--- config.mk ---
export PLATFORM = sky130hd
export DESIGN_NAME = uart_fifo_ctrl_flat
export DESIGN_NICKNAME = d
export VERILOG_FILES = /design/src/rtl/uart_fifo_ctrl_if.sv /design/src/rtl/uart_fifo_ctrl.sv /design/src/flat_wrapper.sv
export SDC_FILE = /design/constraint.sdc
export NUM_CORES = 1
export LEC_CHECK = 0
export CAP_MARGIN = 20
export CORE_ASPECT_RATIO = 0.8
export CORE_UTILIZATION = 55
export CTS_BUF_LIST = sky130_fd_sc_hd__clkbuf_4
export DETAILED_ROUTE_END_ITERATION = 7
export PLACE_DENSITY_LB_ADDON = 0.1
export SYNTH_ARGS = -nofsm -noshare
export SYNTH_HDL_FRONTEND = slang
export SYNTH_SLANG_ARGS = --single-unit
export TNS_END_PERCENT = 1
--- constraint.sdc ---
create_clock -name clk -period 5.4 [get_ports clk]
set_input_delay 1.08 -clock clk [delete_from_list [all_inputs] [get_ports clk]]
set_output_delay 1.08 -clock clk [all_outputs]
set_load 0.005 [all_outputs]
--- src/rtl/uart_fifo_ctrl_if.sv ---
// uart_fifo_ctrl_if: core byte streams, status and uart_controller handshake for uart_fifo_ctrl
interface uart_fifo_ctrl_if #(
  parameter int TX_DEPTH = 16,
  parameter int RX_DEPTH = 16
);
  localparam int TCW = $clog2(TX_DEPTH) + 1;
  localparam int RCW = $clog2(RX_DEPTH) + 1;
  logic [7:0]     tx_data;
  logic           tx_valid;
  logic           tx_ready;
  logic [7:0]     rx_data;
  logic           rx_valid;
  logic           rx_ready;
  logic [TCW-1:0] tx_count;
  logic [RCW-1:0] rx_count;
  logic           rx_overflow;
  logic           overflow_clear;
  logic [7:0]     uart_send_data;
  logic           uart_send;
  logic           uart_send_busy;
  logic [7:0]     uart_rev_data;
  logic           uart_rev_data_valid;
  logic           uart_rev_data_invalid;
  modport master (
    output tx_data, tx_valid, rx_ready, overflow_clear, uart_send_busy, uart_rev_data, uart_rev_data_valid,
    input  tx_ready, rx_data, rx_valid, tx_count, rx_count, rx_overflow, uart_send_data, uart_send, uart_rev_data_invalid
  );
  modport slave (
    input  tx_data, tx_valid, rx_ready, overflow_clear, uart_send_busy, uart_rev_data, uart_rev_data_valid,
    output tx_ready, rx_data, rx_valid, tx_count, rx_count, rx_overflow, uart_send_data, uart_send, uart_rev_data_invalid
  );
endinterface

--- src/rtl/uart_fifo_ctrl.sv ---
// uart_fifo_ctrl: TX/RX byte FIFOs sequencing a uart_controller send/receive handshake
module uart_fifo_ctrl #(
  parameter int TX_DEPTH = 16,
  parameter int RX_DEPTH = 16
) (
  input logic clk,
  input logic rst,
  uart_fifo_ctrl_if.slave bus
);
  localparam int TAW = $clog2(TX_DEPTH);
  localparam int RAW = $clog2(RX_DEPTH);
  localparam int TCW = TAW + 1;
  localparam int RCW = RAW + 1;
  localparam logic [TCW-1:0] TX_FULL = TCW'(TX_DEPTH);
  localparam logic [RCW-1:0] RX_FULL = RCW'(RX_DEPTH);
  typedef enum logic [1:0] {TX_IDLE, TX_ISSUE, TX_WAIT_BUSY, TX_WAIT_DONE} tx_state_e;
  typedef enum logic [1:0] {RX_IDLE, RX_ACK, RX_WAIT_LOW} rx_state_e;
  logic [7:0]     tx_mem [TX_DEPTH];
  logic [7:0]     rx_mem [RX_DEPTH];
  logic [TAW-1:0] tx_wr_q, tx_wr_d, tx_rd_q, tx_rd_d;
  logic [RAW-1:0] rx_wr_q, rx_wr_d, rx_rd_q, rx_rd_d;
  logic [TCW-1:0] tx_count_q, tx_count_d;
  logic [RCW-1:0] rx_count_q, rx_count_d;
  logic           rx_overflow_q, rx_overflow_d;
  logic           tx_push, tx_pop, rx_push, rx_pop, rx_cap, rx_drop, rx_full;
  tx_state_e      tx_state_q;
  rx_state_e      rx_state_q;
  logic           uart_send_q, rev_ack_q;
  logic [7:0]     uart_send_data_q;
  always_comb begin
    tx_push       = bus.tx_valid && tx_count_q != TX_FULL;
    tx_pop        = tx_state_q == TX_IDLE && tx_count_q != '0 && !bus.uart_send_busy;
    rx_pop        = bus.rx_ready && rx_count_q != '0;
    rx_cap        = rx_state_q == RX_IDLE && bus.uart_rev_data_valid;
    // a pop in the capture cycle frees the slot the incoming byte needs
    rx_full       = rx_count_q == RX_FULL && !rx_pop;
    rx_push       = rx_cap && !rx_full;
    rx_drop       = rx_cap && rx_full;
    tx_wr_d       = tx_wr_q + TAW'(tx_push);
    tx_rd_d       = tx_rd_q + TAW'(tx_pop);
    tx_count_d    = tx_count_q + TCW'(tx_push) - TCW'(tx_pop);
    rx_wr_d       = rx_wr_q + RAW'(rx_push);
    rx_rd_d       = rx_rd_q + RAW'(rx_pop);
    rx_count_d    = rx_count_q + RCW'(rx_push) - RCW'(rx_pop);
    rx_overflow_d = rx_drop ? 1'b1 : bus.overflow_clear ? 1'b0 : rx_overflow_q;
  end
  always_ff @(posedge clk) begin
    if (rst) begin
      tx_wr_q       <= '0;
      tx_rd_q       <= '0;
      tx_count_q    <= '0;
      rx_wr_q       <= '0;
      rx_rd_q       <= '0;
      rx_count_q    <= '0;
      rx_overflow_q <= 1'b0;
    end else begin
      tx_wr_q       <= tx_wr_d;
      tx_rd_q       <= tx_rd_d;
      tx_count_q    <= tx_count_d;
      rx_wr_q       <= rx_wr_d;
      rx_rd_q       <= rx_rd_d;
      rx_count_q    <= rx_count_d;
      rx_overflow_q <= rx_overflow_d;
    end
  end
  always_ff @(posedge clk) begin
    if (tx_push) tx_mem[tx_wr_q] <= bus.tx_data;
    if (rx_push) rx_mem[rx_wr_q] <= bus.uart_rev_data;
  end
  always_ff @(posedge clk) begin
    if (rst) begin
      tx_state_q       <= TX_IDLE;
      uart_send_q      <= 1'b0;
      uart_send_data_q <= '0;
    end else begin
      case (tx_state_q)
        TX_IDLE: if (tx_pop) begin
          uart_send_data_q <= tx_mem[tx_rd_q];
          tx_state_q       <= TX_ISSUE;
        end
        TX_ISSUE: begin
          uart_send_q <= 1'b1;
          tx_state_q  <= TX_WAIT_BUSY;
        end
        TX_WAIT_BUSY: begin
          uart_send_q <= 1'b0;
          if (bus.uart_send_busy) tx_state_q <= TX_WAIT_DONE;
        end
        TX_WAIT_DONE: if (!bus.uart_send_busy) tx_state_q <= TX_IDLE;
      endcase
    end
  end
  always_ff @(posedge clk) begin
    if (rst) begin
      rx_state_q <= RX_IDLE;
      rev_ack_q  <= 1'b0;
    end else begin
      case (rx_state_q)
        RX_IDLE: if (bus.uart_rev_data_valid) begin
          rev_ack_q  <= 1'b1;
          rx_state_q <= RX_ACK;
        end
        RX_ACK: begin
          rev_ack_q  <= 1'b0;
          rx_state_q <= RX_WAIT_LOW;
        end
        RX_WAIT_LOW: if (!bus.uart_rev_data_valid) rx_state_q <= RX_IDLE;
        default: rx_state_q <= RX_IDLE;
      endcase
    end
  end
  assign bus.tx_ready              = tx_count_q != TX_FULL;
  assign bus.rx_valid              = rx_count_q != '0;
  assign bus.rx_data               = rx_mem[rx_rd_q];
  assign bus.tx_count              = tx_count_q;
  assign bus.rx_count              = rx_count_q;
  assign bus.rx_overflow           = rx_overflow_q;
  assign bus.uart_send             = uart_send_q;
  assign bus.uart_send_data        = uart_send_data_q;
  assign bus.uart_rev_data_invalid = rev_ack_q;
endmodule

--- src/flat_wrapper.sv ---
// flat-port wrapper written by rule: the top's interface ports become plain ports
module uart_fifo_ctrl_flat 
#(
  parameter int TX_DEPTH = 16,
  parameter int RX_DEPTH = 16
)
  (clk, rst, bus_tx_data, bus_tx_valid, bus_rx_ready, bus_overflow_clear, bus_uart_send_busy, bus_uart_rev_data, bus_uart_rev_data_valid, bus_tx_ready, bus_rx_data, bus_rx_valid, bus_tx_count, bus_rx_count, bus_rx_overflow, bus_uart_send_data, bus_uart_send, bus_uart_rev_data_invalid);
  uart_fifo_ctrl_if #(.TX_DEPTH(TX_DEPTH), .RX_DEPTH(RX_DEPTH)) bus_i ();
  input logic clk;
  input logic rst;
  input wire logic [$bits(bus_i.tx_data)-1:0] bus_tx_data;
  input wire logic [$bits(bus_i.tx_valid)-1:0] bus_tx_valid;
  input wire logic [$bits(bus_i.rx_ready)-1:0] bus_rx_ready;
  input wire logic [$bits(bus_i.overflow_clear)-1:0] bus_overflow_clear;
  input wire logic [$bits(bus_i.uart_send_busy)-1:0] bus_uart_send_busy;
  input wire logic [$bits(bus_i.uart_rev_data)-1:0] bus_uart_rev_data;
  input wire logic [$bits(bus_i.uart_rev_data_valid)-1:0] bus_uart_rev_data_valid;
  output wire logic [$bits(bus_i.tx_ready)-1:0] bus_tx_ready;
  output wire logic [$bits(bus_i.rx_data)-1:0] bus_rx_data;
  output wire logic [$bits(bus_i.rx_valid)-1:0] bus_rx_valid;
  output wire logic [$bits(bus_i.tx_count)-1:0] bus_tx_count;
  output wire logic [$bits(bus_i.rx_count)-1:0] bus_rx_count;
  output wire logic [$bits(bus_i.rx_overflow)-1:0] bus_rx_overflow;
  output wire logic [$bits(bus_i.uart_send_data)-1:0] bus_uart_send_data;
  output wire logic [$bits(bus_i.uart_send)-1:0] bus_uart_send;
  output wire logic [$bits(bus_i.uart_rev_data_invalid)-1:0] bus_uart_rev_data_invalid;
  assign bus_i.tx_data = bus_tx_data;
  assign bus_i.tx_valid = bus_tx_valid;
  assign bus_i.rx_ready = bus_rx_ready;
  assign bus_i.overflow_clear = bus_overflow_clear;
  assign bus_i.uart_send_busy = bus_uart_send_busy;
  assign bus_i.uart_rev_data = bus_uart_rev_data;
  assign bus_i.uart_rev_data_valid = bus_uart_rev_data_valid;
  assign bus_tx_ready = bus_i.tx_ready;
  assign bus_rx_data = bus_i.rx_data;
  assign bus_rx_valid = bus_i.rx_valid;
  assign bus_tx_count = bus_i.tx_count;
  assign bus_rx_count = bus_i.rx_count;
  assign bus_rx_overflow = bus_i.rx_overflow;
  assign bus_uart_send_data = bus_i.uart_send_data;
  assign bus_uart_send = bus_i.uart_send;
  assign bus_uart_rev_data_invalid = bus_i.uart_rev_data_invalid;
  uart_fifo_ctrl #(.TX_DEPTH(TX_DEPTH), .RX_DEPTH(RX_DEPTH)) u_core (.clk(clk), .rst(rst), .bus(bus_i));
endmodule
==> metrics.txt <==
Commonest cells post-synth edfxtp_1 (256), nor2_1 (46), dfxtp_1 (41), mux4_2 (40), mux4_1 (32); FF-to-FF setup slack 2470 ps; Critical Path Fanout Max 34; crit path time final 4388 ps; core area 0.02094 mm2; vias in the first global route 6408; H-tree Lvls 3; Hold Crit Class register to register; Final Max Slew Viols 0; CTS buffer count 73; CTS tree built; worst clock skew about 35 ps; r2r endpoint u_core.bus.tx_count[4]; Final #Nets 774; Antenna Nets Post-Route 0; CP delay by family, top multiplexers; Core Util, Final 0.6526; Initial DRC Count 638; main flop type after synthesis edfxtp_1; slowest cell on the critical path dfxtp_2; first-pass GRT wire length 37320 um; drt pass-1 iters 8; Register-to-Register Path Depth 11; critical path type register to output port; Synth Cell Area ~0.012 mm2; worst slew pin tran ~1100 ps; register area share after synthesis 0.7153; Async SR Flop Fraction 0; RSZ-0062 raised after global routing false; Fin. Hold Viols 0; GRT overflow 0; Post-CTS Setup Inserts 0; largest net degree at the start of global routing 46; top cells by area, synth edfxtp_1 (65%), mux4_2 (7.6%), mux4_1 (7.1%); Worst Setup SP u_core.rx_rd_q[0]; final setup fails 0; Synth Warn # 0; status finished with violations; width of the die 166.4 um; Yosys cell types between 40 and 50; critical path endpoint category output port; Slew Limit Headroom 0.2848; Layout area overhead 14.86%; Pwr Density 407.5 mW/mm2; routed len/inst approximately 23 um; Post-synth EDFFs 256; Mapped Cells 616; Synth top area share 0.6463; # port buffers 53; Synth Register Bits 297; Die Ht 133.5 um; Via-to-Cell Ratio 5.905; CP max stage delay a little under 1000 ps; syn nets 662; count leader, synth edfxtp_1; CP Launch Type register; final setup TNS 0 ps; final WL 24120 um; CP Data Arrival Time 3310 ps; Total GRT Usage 0.2300; pre-CTS worst setup slack approximately 1500 ps; clk_lat worst skew 660 ps; crit path buf inv count 1; # rows 47; R2R Path Start u_core.bus.tx_count[2]; failing checks DRC; number of max-cap violations 0; Clock Path Buffers 3; clk root buf clkbuf_4; area of the die approximately 0.022 mm2; clock-pin slew on the worst setup and hold paths ~70 ps; required time of the critical path roughly 4300 ps; Worst path depth 3; # IOs 54; Final HPWL DP 15200 um; gp weighted congestion 0.7782; # clock sinks 297; n_diodes 0; worst setup margin between 1000 and 1500 ps; share of layout cells above drive strength 1 0.2343; Avg Inst Size Synth 19.31 um2; crit path cell chain mux4_1 > mux4_2 > clkdlybuf4s50_1; FMAX around 230 MHz; Yosys top cell by area edfxtp_1; Final period util 0.8127; DRC errors left 2; Leak Pwr between 4 and 5 nW; post-CTS resize count 0; worst vdd ir 0.2744 mV; CP endpoint bus_rx_data[7]; via count 6200; Initial Utilization 0.5682; initial antenna violation count 0; hold_buf cts 0
[layer usage]
metal / track usage / part of all wire / vias to the layer above / wire length, um
li1: - / - / 2754 / -
met1: 0.3514 / 0.48 / 3135 / 11540
met2: 0.3154 / 0.43 / 279 / 10310
met3: 0.07190 / 0.081 / 32 / 1954
met4: 0.07459 / 0.013 / 0 / 324
met5: 0 / 0 / - / 0
[sequential cells by signal (all words and copies together), names as in the netlist]
signal,count
u_core.bus.rx_overflow,1
u_core.rx_mem,128
u_core.bus.uart_send_data,8
u_core.bus.tx_count,5
u_core.rx_state_q,2
u_core.bus.uart_rev_data_invalid,1
u_core.tx_wr_q,4
u_core.bus.uart_send,1
u_core.tx_rd_q,4
u_core.bus.rx_count,5
u_core.rx_wr_q,4
u_core.rx_rd_q,4
u_core.tx_state_q,2
u_core.tx_mem,128
[worst reg2reg max path, stage by stage, from the launching register on]
cell and delay, ps:
dfxtp_1 340, inv_1 90, ha_1 170, or4b_1 560, nand3_1 190, o21ai_0 110, ha_1 250, fa_1 440
a21oi_1 160, nor2_1 70, or3_1 340, a21oi_1 140
[layout by cell type (no fill, tap or decap), types with 12 or more instances in the layout]
master / count
clkdlybuf4s50_1: 53
ha_1: 21
mux4_2: 40
dfxtp_1: 39
mux2i_1: 16
clkinv_1: 13
inv_1: 18
nor2_1: 46
nor2b_1: 16
mux4_1: 32
nand3b_1: 12
clkbuf_4: 112
edfxtp_1: 256
[layout make-up]
cell class	count	area [um2]
flip-flops and latches	297	8511
fillers	1431	7272
multi-input cells	270	3177
clock buffers	112	840.8
repair buffers	68	669.4
well taps	269	336.6
inverters	18	67.56
clock inverters	16	61.31
[how the worst min path moves through the flow]
stage / from / cells past startpoint / slack (ps) / endpoint
CTS: u_core.bus.uart_send / 2 / 500 / u_core.bus.uart_send
global placement: u_core.bus.uart_send / 2 / 470 / u_core.bus.uart_send
finish: u_core.bus.uart_send / 2 / 500 / u_core.bus.uart_send
detailed placement: u_core.bus.uart_send / 2 / 490 / u_core.bus.uart_send
global route: u_core.bus.uart_send / 2 / 520 / u_core.bus.uart_send
floorplan: u_core.bus.uart_send / 2 / 470 / u_core.bus.uart_send
[per-stage QoR]
stage | instances | hold WS (ps) | power [mW] | area [um2]
after global routing | 1050 | 515.8 | 5.863 | 13660
after detailed placement | 917 | 488.0 | 3.819 | 12700
after floorplan | 616 | 471.5 | 3.432 | 11900
final | 1050 | 502.4 | 5.568 | 13660
after CTS | 1045 | 499.2 | 5.620 | 13610
after global placement | 915 | 466.5 | 3.762 | 12670
[where the power goes]
group          switching [mW]  internal, mW  total (mW)
Clock                   0.851         0.942        1.79
Combinational           0.462         0.568        1.03
Sequential              0.128          2.62        2.74
Total                    1.44          4.13        5.57
[logic make-up (layout without fill, tap and decap cells)]
| kind of cell | Yosys count | in the layout | share of synthesized area |
|---|---|---|---|
| adders and majority gates | 23 | 23 | 0.02545 |
| and+or+nand+nor | 115 | 115 | 0.05154 |
| DFF | 297 | 297 | 0.7153 |
| buffers and inverters | 49 | 214 | 0.01977 |
| muxes | 89 | 89 | 0.1608 |
| xor gates and xnor gates | 14 | 14 | 0.01031 |
| AOI/OAI and AO/OA | 29 | 29 | 0.01683 |
No activity file was read; power rests on OpenSTA's default activity.
